### src/rtl/min_os_frame_tx_pkg.sv
// Shared MinOS frame definitions: header default, FSM state encodings, frame lengths.
// Frame length depends on MIN_OS_FRAME_CHECKSUM_EN (trailing XOR checksum byte).
package min_os_frame_tx_pkg;

   localparam logic [7:0] HEADER_BYTE_DEF   = 8'h44;
   localparam int         DISPLAY_BYTES_DEF = 64;

   typedef enum logic [2:0] {
      ST_IDLE = 3'd0,
      ST_HDR  = 3'd1,
      ST_LED  = 3'd2,
      ST_PAY  = 3'd3,
      ST_CHK  = 3'd4
   } frame_state_e;

`ifdef MIN_OS_FRAME_CHECKSUM_EN
   localparam int FRAME_OVERHEAD = 3;
`else
   localparam int FRAME_OVERHEAD = 2;
`endif

   // Also consumed by the MinOS RX side to size its frame buffer.
   localparam int FRAME_LEN_DEF = DISPLAY_BYTES_DEF + FRAME_OVERHEAD;

endpackage

### src/rtl/min_os_frame_tx_if.sv
// Byte-stream valid/ready link from the frame serialiser to the MinOS UART TX.
interface min_os_frame_tx_if;
   logic [7:0] tx_data;
   logic       tx_valid;
   logic       tx_ready;

   modport master (output tx_data, output tx_valid, input tx_ready);
   modport slave  (input tx_data, input tx_valid, output tx_ready);
endinterface

### src/rtl/min_os_frame_tx_refresh_timer.sv
// Idle refresh timer: counts up while enabled, saturates at REFRESH_TICKS-1.
// REFRESH_TICKS = 0 disables the timer (expired never asserts).
module min_os_frame_tx_refresh_timer #(
   parameter logic [31:0] REFRESH_TICKS = 32'd100000000
) (
   input  logic CLK,
   input  logic RST_N,
   input  logic clear,
   input  logic enable,
   output logic expired
);

   localparam logic [31:0] LAST_TICK = REFRESH_TICKS - 32'd1;

   logic [31:0] cnt_q;
   logic        at_last;

   assign at_last = (cnt_q == LAST_TICK);
   assign expired = (REFRESH_TICKS != 32'd0) && at_last;

   always_ff @(posedge CLK) begin
      if (!RST_N) begin
         cnt_q <= '0;
      end else if (clear) begin
         cnt_q <= '0;
      end else if (enable && !at_last) begin
         cnt_q <= cnt_q + 32'd1;
      end
   end

endmodule

### src/rtl/min_os_frame_tx.sv
// MinOS frame transmitter: snapshots LED byte + display buffer and streams a frame
// to the UART TX. Optional trailing XOR checksum under MIN_OS_FRAME_CHECKSUM_EN.
//
// state   | meaning
// --------+-----------------------------------------------------------
// ST_IDLE | no frame; waiting for update, pending or refresh expiry
// ST_HDR  | offering HEADER_BYTE
// ST_LED  | offering shadow LED byte
// ST_PAY  | offering shadow display byte idx_q
// ST_CHK  | offering XOR of all previous frame bytes (checksum build)
module min_os_frame_tx
   import min_os_frame_tx_pkg::*;
#(
   parameter logic [7:0]  HEADER_BYTE   = HEADER_BYTE_DEF,
   parameter int          DISPLAY_BYTES = DISPLAY_BYTES_DEF,
   parameter logic [31:0] REFRESH_TICKS = 32'd100000000
) (
   input  logic                       CLK,
   input  logic                       RST_N,
   input  logic [7:0]                 leds,
   input  logic [DISPLAY_BYTES*8-1:0] display,
   input  logic                       update,
   min_os_frame_tx_if.master          tx,
   output logic                       busy
);

   localparam int IW = $clog2(DISPLAY_BYTES);

   frame_state_e state_q, state_d;
   logic [6:0]   idx_q, idx_d;
   logic [7:0]   leds_q;
   logic [7:0]   shadow_q [DISPLAY_BYTES];
   logic         pending_q;
   logic         start;
   logic         transfer;
   logic         last_pay;
   logic         tmr_expired;
   logic [7:0]   tx_byte;
   logic [7:0]   pay_byte;

   assign transfer = tx.tx_valid && tx.tx_ready;
   assign start    = (state_q == ST_IDLE) && (update || pending_q || tmr_expired);
   assign last_pay = (idx_q == 7'(DISPLAY_BYTES - 1));
   assign pay_byte = shadow_q[idx_q[IW-1:0]];

   min_os_frame_tx_refresh_timer #(
      .REFRESH_TICKS (REFRESH_TICKS)
   ) u_refresh_timer (
      .CLK     (CLK),
      .RST_N   (RST_N),
      .clear   (start),
      .enable  ((state_q == ST_IDLE) && !start),
      .expired (tmr_expired)
   );

`ifdef MIN_OS_FRAME_CHECKSUM_EN
   logic [7:0] chk_q;

   always_ff @(posedge CLK) begin
      if (!RST_N) begin
         chk_q <= '0;
      end else if (start) begin
         chk_q <= '0;
      end else if (transfer && (state_q != ST_CHK)) begin
         chk_q <= chk_q ^ tx_byte;
      end
   end
`endif

   always_comb begin
      state_d = state_q;
      idx_d   = idx_q;
      case (state_q)
         ST_IDLE: if (start) state_d = ST_HDR;
         ST_HDR:  if (transfer) state_d = ST_LED;
         ST_LED: begin
            if (transfer) begin
               state_d = ST_PAY;
               idx_d   = '0;
            end
         end
         ST_PAY: begin
            if (transfer) begin
               if (last_pay) begin
                  idx_d = '0;
`ifdef MIN_OS_FRAME_CHECKSUM_EN
                  state_d = ST_CHK;
`else
                  state_d = ST_IDLE;
`endif
               end else begin
                  idx_d = idx_q + 7'd1;
               end
            end
         end
`ifdef MIN_OS_FRAME_CHECKSUM_EN
         ST_CHK:  if (transfer) state_d = ST_IDLE;
`endif
         default: state_d = ST_IDLE;
      endcase
   end

   always_comb begin
      tx_byte = 8'h00;
      case (state_q)
         ST_HDR:  tx_byte = HEADER_BYTE;
         ST_LED:  tx_byte = leds_q;
         ST_PAY:  tx_byte = pay_byte;
`ifdef MIN_OS_FRAME_CHECKSUM_EN
         ST_CHK:  tx_byte = chk_q;
`endif
         default: tx_byte = 8'h00;
      endcase
   end

   assign tx.tx_data  = tx_byte;
   assign tx.tx_valid = (state_q != ST_IDLE);
   assign busy        = (state_q != ST_IDLE);

   // An update coinciding with a pending/refresh start still earns a follow-up frame.
   always_ff @(posedge CLK) begin
      if (!RST_N) begin
         state_q   <= ST_IDLE;
         idx_q     <= '0;
         pending_q <= 1'b0;
      end else begin
         state_q <= state_d;
         idx_q   <= idx_d;
         if (start) begin
            pending_q <= update && (pending_q || tmr_expired);
         end else if (update && (state_q != ST_IDLE)) begin
            pending_q <= 1'b1;
         end
      end
   end

   always_ff @(posedge CLK) begin
      if (start) begin
         leds_q <= leds;
         for (int i = 0; i < DISPLAY_BYTES; i++) begin
            shadow_q[i] <= display[i*8 +: 8];
         end
      end
   end

endmodule

### src/flat_wrapper.sv
// flat-port wrapper written by rule: the top's interface ports become plain ports
module min_os_frame_tx_flat import min_os_frame_tx_pkg::*;
#(
   parameter logic [7:0]  HEADER_BYTE   = HEADER_BYTE_DEF,
   parameter int          DISPLAY_BYTES = DISPLAY_BYTES_DEF,
   parameter logic [31:0] REFRESH_TICKS = 32'd100000000
)
  (CLK, RST_N, leds, display, update, busy, tx_tx_data, tx_tx_valid, tx_tx_ready);
  min_os_frame_tx_if tx_i ();
  input  logic CLK;
  input  logic RST_N;
  input  logic [7:0] leds;
  input  logic [DISPLAY_BYTES*8-1:0] display;
  input  logic update;
  output logic busy;
  output wire logic [$bits(tx_i.tx_data)-1:0] tx_tx_data;
  output wire logic [$bits(tx_i.tx_valid)-1:0] tx_tx_valid;
  input wire logic [$bits(tx_i.tx_ready)-1:0] tx_tx_ready;
  assign tx_tx_data = tx_i.tx_data;
  assign tx_tx_valid = tx_i.tx_valid;
  assign tx_i.tx_ready = tx_tx_ready;
  min_os_frame_tx #(.HEADER_BYTE(HEADER_BYTE), .DISPLAY_BYTES(DISPLAY_BYTES), .REFRESH_TICKS(REFRESH_TICKS)) u_core (.CLK(CLK), .RST_N(RST_N), .leds(leds), .display(display), .update(update), .tx(tx_i), .busy(busy));
endmodule
### config.mk
export PLATFORM = sky130hd
export DESIGN_NAME = min_os_frame_tx_flat
export DESIGN_NICKNAME = d
export VERILOG_FILES = /design/src/rtl/min_os_frame_tx_pkg.sv /design/src/rtl/min_os_frame_tx_if.sv /design/src/rtl/min_os_frame_tx_refresh_timer.sv /design/src/rtl/min_os_frame_tx.sv /design/src/flat_wrapper.sv
export SDC_FILE = /design/constraint.sdc
export NUM_CORES = 1
export LEC_CHECK = 0
export CELL_PAD_IN_SITES_DETAIL_PLACEMENT = 0
export CELL_PAD_IN_SITES_GLOBAL_PLACEMENT = 2
export CORE_MARGIN = 2
export CORE_UTILIZATION = 36
export CTS_BUF_LIST = sky130_fd_sc_hd__clkbuf_16
export DETAILED_ROUTE_END_ITERATION = 6
export PLACE_DENSITY = 0.92
export SLEW_MARGIN = 0
export SYNTH_ARGS = -nofsm -noshare
export SYNTH_HDL_FRONTEND = slang
export SYNTH_SLANG_ARGS = --single-unit
### constraint.sdc
create_clock -name CLK -period 7 [get_ports CLK]
set_clock_uncertainty 0.05 [all_clocks]
set_input_delay 2.1 -clock CLK [delete_from_list [all_inputs] [get_ports CLK]]
set_output_delay 2.1 -clock CLK [all_outputs]
set_load 0.02 [all_outputs]
==> impl_metrics.csv <==
group,metric,value,unit
timing,maxSlewViolCount,0,
floorplanning,std_cell_rows,91,
setup_path,crit_chain,"buf_4 -> buf_4 -> mux4_2 -> mux2i_1 -> nand2_1 -> nand3_1 -> nand3_1 -> clkdlybuf4s50_1",
timing,fmax,159,MHz
cells_and_area,drive_gt1_frac,0.155,
setup_path,crit_path_end,"tx_tx_data[4]",
cells_and_area,nets,2206,
floorplanning,die_y,253,um
yosys,yosysTopAreaCell,"edfxtp_1",
power,powerDensity,329,nW/um^2
route,postRouteAntennaNets,0,
grt,grt_pass1_wl,91100,um
route,drt_iter0_markers,983,
power,ir_drop,475,uV
setup_path,path_max_fanout,39,
timing,period_minus_slack,6.28,ns
cts,clock_latency,0.64,ns
yosys,yosysUniqueCellTypes,55,
cells_and_area,multi_input_area,5370,um^2
power,total_leakage_power,9.92,nW
floorplanning,core_area,61400,um^2
yosys,ys_seq_area_frac,0.745,
grt,grt_pass1_vias,13900,
cells_and_area,fillers,4979,
cts,ctsResizeCount,0,
route,dr_total_vias,13100,
setup_path,worstSetupPathType,"flip-flop to primary output",
cts,numCtsBuffers,61,
yosys,synth.area.top_cells,"edfxtp_1 70%, mux4_2 14%, dfxtp_1 4.3%, mux2i_1 1.2%, nand3_1 0.79%",
setup_path,reg2reg_depth,5,
setup_path,cp.arrival,4.13,ns
cts,htreeDepth,2,
setup_path,r2r-end,"u_core.shadow_q[33][6]",
cts,cts.clk_slew.worst_paths,0.06,ns
route,drt-total-wl,65300,um
yosys,syn_area,22200,um^2
cells_and_area,final_design_area_no_fill,30600,um^2
grt,grt-ovfl-total,0,
floorplanning,die_x,253,um
cts,cts_root_buf,"clkbuf_16",
route,via_per_inst,5.18,
yosys,synth_edf_count,520,
timing,hold_viol,0,
place,io_buffer_count,533,
cts,post-cts-setup-buffers,0,
flow_run,maxCapViolCount,0,
yosys,yosysTopAreaCellShare,0.702,
yosys,synthesis.nets,1649,
setup_path,cp_slowest_cell,"dfxtp_4",
floorplanning,dieArea,63800,um^2
cts,cts_sinks,568,
cts,clockBufferDepth,3,
floorplanning,initial_core_util,0.362,
floorplanning,ios,534,
setup_path,critPathCaptureType,"primary output",
cts,cts_tree,"built",
route,drc_errors,0,
yosys,syn_inst,1118,
yosys,ys.flop_type,"edfxtp_1",
grt,grt_max_degree,186,
route,drtPass1Iterations,5,
timing,tightest_slew,1.12,ns
place,placed_cell_area,28500,um^2
setup_path,required,4.85,ns
status,outcome,"complete, no violations",
timing,setup-tns-final,0,ns
grt,grt_usage,0.200,
yosys,async_flop_share,0,
cts,hold_buffers,0,
setup_path,r2r_slack,3.59,ns
cells_and_area,syn2layout_area_growth,37.6,%
route,routedWlPerCell,25.7,um
timing,rsz0062_at_grt,"no",
place,dp_hpwl,48500,um
setup_path,r2r-start,"u_core.u_refresh_timer.cnt_q[7]",
yosys,synth_warnings,0,
min_path,worstHoldPathType,"flip-flop to flip-flop",
cells_and_area,regArea,16600,um^2
yosys,ys_seq_elements,568,
timing,fin_crit_sh,0.898,
timing,relSlewSlack,0.253,
setup_path,worstSetupStartpointType,"flip-flop",
timing,setup_viol,0,
setup_path,slowest_delay,0.89,ns
place,place_congestion,0.868,
yosys,avgSynthCellArea,19.9,um^2
grt,grt_antenna_before_repair,23,
==> final cells by class <==
cell class	instances	area share
Timing Repair Buffer	553	0.181
Clock inverter	55	0.0164
Clock buffer	61	0.0499
Antenna cell	21	0.00172
Multi-Input combinational cell	483	0.176
Sequential cell	568	0.542
Inverter	8	0.000981
Tap cell	790	0.0323
==> state kept, by name (all words and copies together) (netlist names), named ones only <==
signal	cells
u_core.pending_q	1
u_core.idx_q	7
u_core.state_q	2
u_core.leds_q	8
u_core.shadow_q	512
u_core.u_refresh_timer.cnt_q	32
==> cell usage in the layout, fill, tap and decap left out, types with 10 or more instances in the layout <==
cell type	netlist	final
clkdlybuf4s50_1	0	533
edfxtp_1	520	520
mux4_2	136	136
clkbuf_16	0	61
dfxtp_1	48	43
nand2_1	39	39
nand3_1	35	35
mux2i_1	27	27
nor3_1	24	24
diode_2	0	21
nor2_1	21	21
o21ai_0	21	21
inv_1	6	16
a211oi_1	15	15
clkinv_2	0	15
buf_4	8	15
clkinv_1	2	14
nand4_1	14	14
xnor2_1	13	13
nor4_1	11	11
a21oi_1	10	10
==> critical path, delay by kind of cell (launching register included) <==
kind          cells  cell delay (ns)
flops             1             0.89
mux               2             0.84
simple gates      3             0.38
buf+inv           3             1.34
==> kinds of logic (layout without fill, tap and decap cells) <==
group	count (synthesis)	in the layout	share of synthesized area
DFF	568	568	0.745
xor gates and xnor gates	16	16	0.00630
other	0	21	0
AOI/OAI and AO/OA	100	100	0.0322
and+or+nand+nor	197	197	0.0489
buffers and inverters	67	677	0.0137
adders and majority gates	7	7	0.00394
muxes	163	163	0.150
==> synthesized netlist by cell type, types with 3 or more instances <==
library cell  number
o31ai_1            8
edfxtp_1         520
nor3_1            24
nand2b_1           3
a211oi_2           4
mux4_2           136
a32oi_1            6
o21ai_0           21
or3_1              8
and4_1             4
nor4b_1            3
and2_1             6
xnor2_1           13
buf_1              5
a21oi_1           10
a31oi_1            3
a22oi_1            8
o22ai_1            3
o211ai_1           3
buf_4              8
nor4_1            11
buf_2             19
nand4_1           14
a211oi_1          15
ha_1               7
nand3_1           35
mux2i_1           27
nor2b_1            8
clkbuf_1          27
nand2_1           39
xor2_1             3
inv_1              6
and3_1             4
a22o_1             8
nor2_1            21
dfxtp_1           48
or4_1              8
==> where the power goes <==
part | total (mW) | internal [mW] | switching [mW]
clock network | 3.21 | 1.86 | 1.36
registers | 5.23 | 4.95 | 0.283
logic | 1.64 | 0.689 | 0.948
total | 10.1 | 7.49 | 2.59
==> how the worst min path moves through the flow <==
| stage | cells past startpoint | start | to | slack [ns] |
|---|---|---|---|---|
| 2_1_floorplan | 2 | u_core.idx_q[6] | u_core.idx_q[6] | 0.36 |
| 5_1_grt | 2 | u_core.idx_q[6] | u_core.idx_q[6] | 0.40 |
| 3_3_place_gp | 2 | u_core.idx_q[6] | u_core.idx_q[6] | 0.37 |
| 4_1_cts | 2 | u_core.idx_q[6] | u_core.idx_q[6] | 0.40 |
| 6_report | 2 | u_core.idx_q[6] | u_core.idx_q[6] | 0.39 |
| 3_5_place_dp | 2 | u_core.idx_q[6] | u_core.idx_q[6] | 0.38 |
==> routing by layer <==
metal / vias up / global-route usage / wire, um
met5: - / 0 / 92
met4: 14 / 0.0820 / 2240
met3: 122 / 0.0541 / 5190
met2: 575 / 0.340 / 33600
met1: 6618 / 0.241 / 24200
li1: 5817 / - / -
==> metrics by stage <==
stage	worst slack (ns)	cells	total power [mW]	hold WS [ns]	utilization
floorplan	0.626	1118	6.24	0.362	-
global placement	1.25	2402	6.85	0.371	0.465
detailed placement	1.22	2402	6.94	0.381	0.465
CTS	0.507	2518	10.2	0.396	0.498
global route	0.418	2535	10.5	0.404	0.499
finish	0.717	2539	10.1	0.394	0.499
Power figures use the tool's default switching activity.
